**src/rtl/cordic_pkg.sv**
```systemverilog
// cordic_pkg: shared state encoding and widths for the CORDIC iteration sequencer
package cordic_pkg;
  localparam int ITERS_DEF = 21;
  localparam int FP_W      = 32;
  localparam int SH_W      = 5;
  typedef enum logic [2:0] {S_IDLE, S_LOAD, S_FETCH, S_ISSUE, S_WAIT, S_DONE} state_t;
endpackage

```
**src/rtl/cordic_wdog.sv**
```systemverilog
// cordic_wdog: loadable cycle counter with clear/enable and a terminal-count flag
module cordic_wdog #(
  parameter int W  = 8,
  parameter int TC = 254
) (
  input  logic         clk,
  input  logic         reset,
  input  logic         clr,
  input  logic         ld,
  input  logic         en,
  input  logic [W-1:0] ld_val,
  output logic         tc
);
  logic [W-1:0] cnt;
  always_ff @(posedge clk or posedge reset)
    if (reset) cnt <= '0;
    else if (clr) cnt <= '0;
    else if (ld) cnt <= ld_val;
    else if (en) cnt <= cnt + 1'b1;
  assign tc = cnt == W'(TC);
endmodule

```
**src/rtl/cordic_seq_ctrl.sv**
```systemverilog
// cordic_seq_ctrl: steps CORDIC micro-rotations through the arctan table and the
// rotate datapath, one valid/ready request per iteration, guarded by a watchdog.
module cordic_seq_ctrl
  import cordic_pkg::*;
#(
  parameter int ITERS   = ITERS_DEF,
  parameter int IDX_W   = 8,
  parameter int TIMEOUT = 255
) (
  input  logic             clk,
  input  logic             reset,
  input  logic             start,
  input  logic             abort,
  input  logic             z_sign,
  output logic [IDX_W-1:0] tbl_idx,
  input  logic [FP_W-1:0]  tbl_data,
  output logic             load,
  output logic             op_valid,
  input  logic             op_ready,
  output logic [FP_W-1:0]  op_angle,
  output logic             op_dir,
  output logic [SH_W-1:0]  op_shift,
  input  logic             op_done,
  output logic             busy,
  output logic             done,
  output logic             err
);
  localparam int WD_W = $clog2(TIMEOUT + 1);
  localparam logic [IDX_W-1:0] LAST = IDX_W'(ITERS - 1);
  state_t           state;
  logic [IDX_W-1:0] iter;
  logic             wd_tc;
  logic             xfer;
  assign xfer = state == S_ISSUE && op_ready;
  // The count sits at TIMEOUT-1 during the TIMEOUT-th WAIT cycle, which is the last one allowed.
  cordic_wdog #(.W(WD_W), .TC(TIMEOUT - 1)) u_wdog (
    .clk    (clk),
    .reset  (reset),
    .clr    (state == S_IDLE),
    .ld     (xfer),
    .en     (state == S_WAIT),
    .ld_val ('0),
    .tc     (wd_tc)
  );
  always_ff @(posedge clk or posedge reset)
    if (reset) begin
      state    <= S_IDLE;
      iter     <= '0;
      op_angle <= '0;
      op_dir   <= 1'b0;
      op_shift <= '0;
      err      <= 1'b0;
    end else if (abort) begin
      state <= S_IDLE;
      iter  <= '0;
    end else begin
      case (state)
        S_IDLE:
          if (start) begin
            state <= S_LOAD;
            err   <= 1'b0;
          end
        S_LOAD: state <= S_FETCH;
        S_FETCH: begin
          op_angle <= tbl_data;
          op_dir   <= ~z_sign;
          op_shift <= iter[SH_W-1:0];
          state    <= S_ISSUE;
        end
        S_ISSUE: if (op_ready) state <= S_WAIT;
        S_WAIT:
          if (op_done) begin
            if (iter == LAST) state <= S_DONE;
            else begin
              iter  <= iter + 1'b1;
              state <= S_FETCH;
            end
          end else if (wd_tc) begin
            state <= S_IDLE;
            iter  <= '0;
            err   <= 1'b1;
          end
        S_DONE: begin
          state <= S_IDLE;
          iter  <= '0;
        end
        default: state <= S_IDLE;
      endcase
    end
  assign tbl_idx  = iter;
  assign load     = state == S_LOAD;
  assign op_valid = state == S_ISSUE;
  assign busy     = state != S_IDLE;
  assign done     = state == S_DONE;
endmodule

```
**config.mk**
```make
export PLATFORM = sky130hd
export DESIGN_NAME = cordic_seq_ctrl
export DESIGN_NICKNAME = d
export VERILOG_FILES = /design/src/rtl/cordic_pkg.sv /design/src/rtl/cordic_wdog.sv /design/src/rtl/cordic_seq_ctrl.sv
export SDC_FILE = /design/constraint.sdc
export NUM_CORES = 1
export LEC_CHECK = 0
export ABC_CLOCK_PERIOD_IN_PS = 3300
export BUFFER_PORTS_ARGS = -buffer_cell sky130_fd_sc_hd__buf_4
export CAP_MARGIN = 10
export CORE_MARGIN = 5
export CORE_UTILIZATION = 54
export CTS_CLUSTER_SIZE = 12
export DETAILED_ROUTE_END_ITERATION = 12
export PLACE_DENSITY = 0.95
export SYNTH_ARGS = -nofsm -noshare
export SYNTH_HDL_FRONTEND = slang
export SYNTH_SLANG_ARGS = --single-unit
```
**constraint.sdc**
```tcl
create_clock -name clk -period 3.3 [get_ports clk]
set_input_delay 0.33 -clock clk [delete_from_list [all_inputs] [get_ports clk]]
set_output_delay 0.33 -clock clk [all_outputs]
set_load 0.1 [all_outputs]
```
## Word-level counts from Yosys, hierarchy flattened

Index checks and enable logic that the tools add are counted.

- Reductions and logical operators: 10
- Mux-type cells: 19
- Add/sub/neg operators: 2
- Bitwise logic cells: 2
- Equality and inequality tests: 14

Operators by type and width:

| kind | count |
|---|---|
| $mux W8 | 7 |
| $mux W3 | 6 |
| $add A8 B1 Y8 const B | 2 |
| $pmux W8 S2 | 1 |
| $pmux W3 S5 | 1 |
| $reduce_bool A3 Y1 | 3 |
| $eq A8 B5 Y1 const B | 1 |
| $eq A8 B8 Y1 const B | 1 |
| $ne A4 B4 Y1 const B | 2 |
| $eq A3 B2 Y1 const B | 2 |
| $eq A3 B3 Y1 const B | 2 |
| $ne A2 B2 Y1 const B | 3 |
| $reduce_and A3 Y1 | 2 |
| $reduce_and A5 Y1 | 1 |
| $eq A3 B1 Y1 const B | 1 |
| $logic_not A3 Y1 | 1 |
| $mux W1 | 3 |
| $ne A3 B2 Y1 const B | 1 |
| $ne A3 B3 Y1 const B | 1 |
| $not A1 Y1 | 2 |
| $pmux W1 S2 | 1 |
| $reduce_and A2 Y1 | 1 |
| $reduce_bool A2 Y1 | 1 |
| $logic_and A1 B1 Y1 | 1 |

- Output and inout bits: 51
- Logic and storage cells: 54
- Bits of input ports: 39
- Register bits: 58

## Logic depth before layout (Yosys ltp)

- Depth after elaboration: 5
- Gate-level depth with buffers: 8
- Mapped depth without buffers: 6

## Hierarchy

A second synthesis with hierarchy kept.

- Cells, all modules: 234
- Area, all modules: 2,728.9 µm²

By module, submodules not included:

| module | area an instance (µm²) | seq. area each (µm²) | times used | cells each |
|---|---|---|---|---|
| cordic_seq_ctrl | 2,253.4 | 1,251.2 | 1 | 180 |
| cordic_wdog | 475.5 | 200.2 | 1 | 54 |

## Least setup slack after synthesis

OpenSTA, ideal clock, no wires.

- Path kind: reg2out
- Start point: reg state[0]
- End point: out load
- Arrival time: 3.045 ns
- Path slack: -0.075 ns
- Path buffers: 2
- Required time: 2.970 ns
- Stages on the path, launching flop included: 4
- Cells stage by stage: dfrtp_1 clkbuf_1 clkbuf_1 nor3b_1

- Word-level cells in the longest chain between the ends: 1

Ends and longest elaborated chain:

| element | RTL line | text |
|---|---|---|
| start, declared | cordic_seq_ctrl.sv:30 | `state_t state;` |
| start signal, assigned | cordic_seq_ctrl.sv:47 | `state <= S_IDLE;` |
| start signal, assigned | cordic_seq_ctrl.sv:54 | `state <= S_IDLE;` |
| start signal, assigned | cordic_seq_ctrl.sv:60 | `state <= S_LOAD;` |
| $eq A3 B1 Y1 | cordic_seq_ctrl.sv:91 | `assign load = state == S_LOAD;` |
| end, declared | cordic_seq_ctrl.sv:17 | `output logic load,` |

Every way passes these cells.

## Final worst setup path

- Start point: reg state[2]
- End point: reg iter[7], in the netlist tbl_idx[7]

- Word-level cells in the longest chain between the ends: 3
- Elaborated cells on any way between the ends: 8
- Those cells by class: eq/ne (4); mux (2); reduce/logical (2)

Ends and longest elaborated chain:

| element | RTL line | text |
|---|---|---|
| $eq A3 B3 Y1 | cordic_seq_ctrl.sv:57 | `case (state)` |
| $ne A4 B4 Y1 (no line) (tied with other cells) | - |  |
| $reduce_and A3 Y1 (no line) / $mux W8 (equally long branches) | - |  |
| end signal, assigned | cordic_seq_ctrl.sv:75 | `iter <= iter + 1'b1;` |
| end, declared | cordic_seq_ctrl.sv:31 | `logic [IDX_W-1:0] iter;` |

Parallel ways exist; a longest one is shown, timed or not.
A chain may end at the register's enable or synchronous reset.

==> results.yml <==
clock_tree:
  cts_buffers: 9
  cts.path.max_buffers: 2
  clkSinkCount: 58
  clock_latency_ns: 0.33
  hold_buffers: 0
  root_buffer: "clkbuf_8"
  cts_max_level: 3
  cts_tree: "built"
  clkTransAtPathRegs_ns: 0.07
  post_cts_buffers: 0
  cts_resized: 0
finish:
  area_growth_pct: 32.8
  multiInputGateArea_um2: 1150
  drive_gt1_share_pct: 45.8
  antennaDiodeCount: 0
  fill_cells: 326
  final-seq-area_um2: 1450
  final_nets: 358
setup_path:
  path_buf_inv: 0
  critPathCaptureType: "register"
  r2r_end: "tbl_idx[7]"
  worstPathMaxFanout: 18
  cp.arrival_ns: 2.58
  crit_path_top_delay_cell: "nor4bb_1"
  reg2reg_depth: 4
  reg2reg_slack_ns: 0.97
  crit_family: "simple AND/OR/NAND/NOR gates"
  slowest_delay_ns: 0.92
  crit_chain: "nor2b_1 > nor4bb_1 > a31oi_1 > a31oi_1"
  start_kind: "register"
  rr_startpoint: "state[2]"
  critical_path_class: "register to register"
  required_ns: 3.55
  crit_top_cell: "a31oi_1"
flow_run:
  timing.max_cap.violations: 0
routing:
  drc: 0
  via_per_inst: 5.52
  dr.pass1.iters: 4
  wirelength_um: 6080
  antenna_left: 0
  drt_first_iter_violations: 126
  num_vias: 2130
  wire_per_inst_um: 15.8
sta:
  hold_viol: 0
  setup_viol: 0
  finalSetupTns_ns: 0
  worstMarginPinSlew_ns: 1.06
  drv_slew: 0
  post-route-period-util_pct: 70.7
  skew_ns: 0.00629
  fmax_ghz: 0.429
  rsz0062_at_grt: "no"
  slew_headroom_pct: 28.7
  period_needed_ns: 2.33
run_status:
  run_status: "finished, final reports clean"
synthesis:
  ys_seq_elements: 58
  synth_area_leaders: "dfrtp_1, mux2_2, a31oi_1, ha_1, and3_1"
  synth_edf_count: 0
  yosysWarnings: 0
  synth_cell_types: 44
  synth_nets: 269
  netlist_area_um2: 2690
  synth_flop_cell: "dfrtp_1"
  netlist_instances: 226
  yosysTopAreaCell: "dfrtp_1"
  async_flop_share_pct: 100
  synth_top_area_share_pct: 54.0
  syn_avg_cell_area_um2: 11.9
  yosysSeqAreaShare_pct: 54.0
place:
  numPortBuffers: 89
  hpwl_um: 4360
  place_congestion: 0.861
grt:
  antenna_found_initial: 0
  grt_pass1_wl_um: 9940
  grt_max_degree: 39
  grt_pass1_vias: 2188
  grt-ovfl-total: 0
  grt.total_usage_pct: 20.0
floorplan:
  die_area_um2: 6490
  ioPinCount: 90
  num_rows: 25
  start_util_pct: 56.2
  die_width_um: 80.5
  core-area_um2: 4790
  die_height_um: 80.5
min_path:
  hold_path_class: "primary input to asynchronous set/reset pin"
-- logic make-up (layout without fill, tap and decap cells) --
group / after synthesis / after routing / synth area share [%]
AO/OA/AOI/OAI: 39 / 39 / 9.36
adder cells (fa/ha/maj): 4 / 4 / 1.86
buffers and inverters: 21 / 114 / 3.63
flip-flops: 58 / 58 / 54.0
multiplexers: 40 / 40 / 16.6
XOR/XNOR: 4 / 4 / 1.30
AND/OR/NAND/NOR: 60 / 60 / 13.2
-- per-layer routing --
metal	GRT usage (%)	vias up	wire (um)
met5	0	-	0
li1	-	1001	-
met3	6.95	14	564
met4	9.63	0	119
met2	32.9	88	3080
met1	23.4	1027	2310
-- sequential cells by signal, summed over array words and instances (netlist names) --
| register | cells |
|---|---|
| op_shift | 5 |
| u_wdog.cnt | 8 |
| err | 1 |
| op_dir | 1 |
| op_angle | 32 |
| tbl_idx | 8 |
| state | 3 |
-- how the worst max path moves through the flow --
stage,start,endpoint,slack (ns),depth (start not counted)
6_report,state[2],tbl_idx[7],0.97,4
5_1_grt,state[2],tbl_idx[7],0.76,4
4_1_cts,state[2],tbl_idx[7],1.04,4
3_5_place_dp,state[2],tbl_idx[6],1.09,4
2_1_floorplan,tbl_idx[4],tbl_idx[1],0.86,6
3_3_place_gp,state[2],tbl_idx[6],1.17,4
-- layout by cell type (no fill, tap or decap), types with 6 or more instances in the layout --
cell type / synthesis / final
clkbuf_8: 0 / 11
a21oi_1: 6 / 6
inv_1: 8 / 7
mux2_2: 35 / 35
dfrtp_1: 58 / 58
buf_4: 0 / 91
a31oi_1: 17 / 17
nand2_1: 9 / 9
and3_1: 6 / 6
nor2_1: 9 / 9
-- stage by stage --
step	instance area [um2]	setup slack (ns)	utilization, %	cells	hold WS, ns
after floorplan	2690	0.864	-	226	0.423
after global placement	3400	1.17	71.0	371	0.460
after detailed placement	3400	1.09	71.0	371	0.471
after CTS	3570	1.04	74.6	386	0.114
after global routing	3570	0.759	74.6	386	0.155
final	3570	0.967	74.6	386	0.0979
-- final cells by class --
| type | instances | share of cell area, % |
|---|---|---|
| sequential | 58 | 40.7 |
| inverter | 8 | 0.841 |
| tap | 67 | 2.35 |
| clock buffer | 13 | 4.45 |
| multi-input combinational | 147 | 32.2 |
| clock inverter | 2 | 0.351 |
| timing repair buffer | 91 | 19.1 |
-- Yosys cell counts, drive strengths merged (2+ instances only) --
master,number
nand4bb,2
nand2b,4
xor2,3
dfrtp,58
mux2i,3
nor3b,3
inv,8
or3,4
a31oi,17
and3,6
nand3,5
and3b,2
o21ai,6
ha,4
a21oi,6
mux2,37
nor2b,2
nor3,3
clkbuf,8
buf,5
nor2,9
or2,3
nand4,2
nand2,9
Power is not shown: default switching activity piles up to over one toggle a cycle in this logic, so the estimate is an artifact.
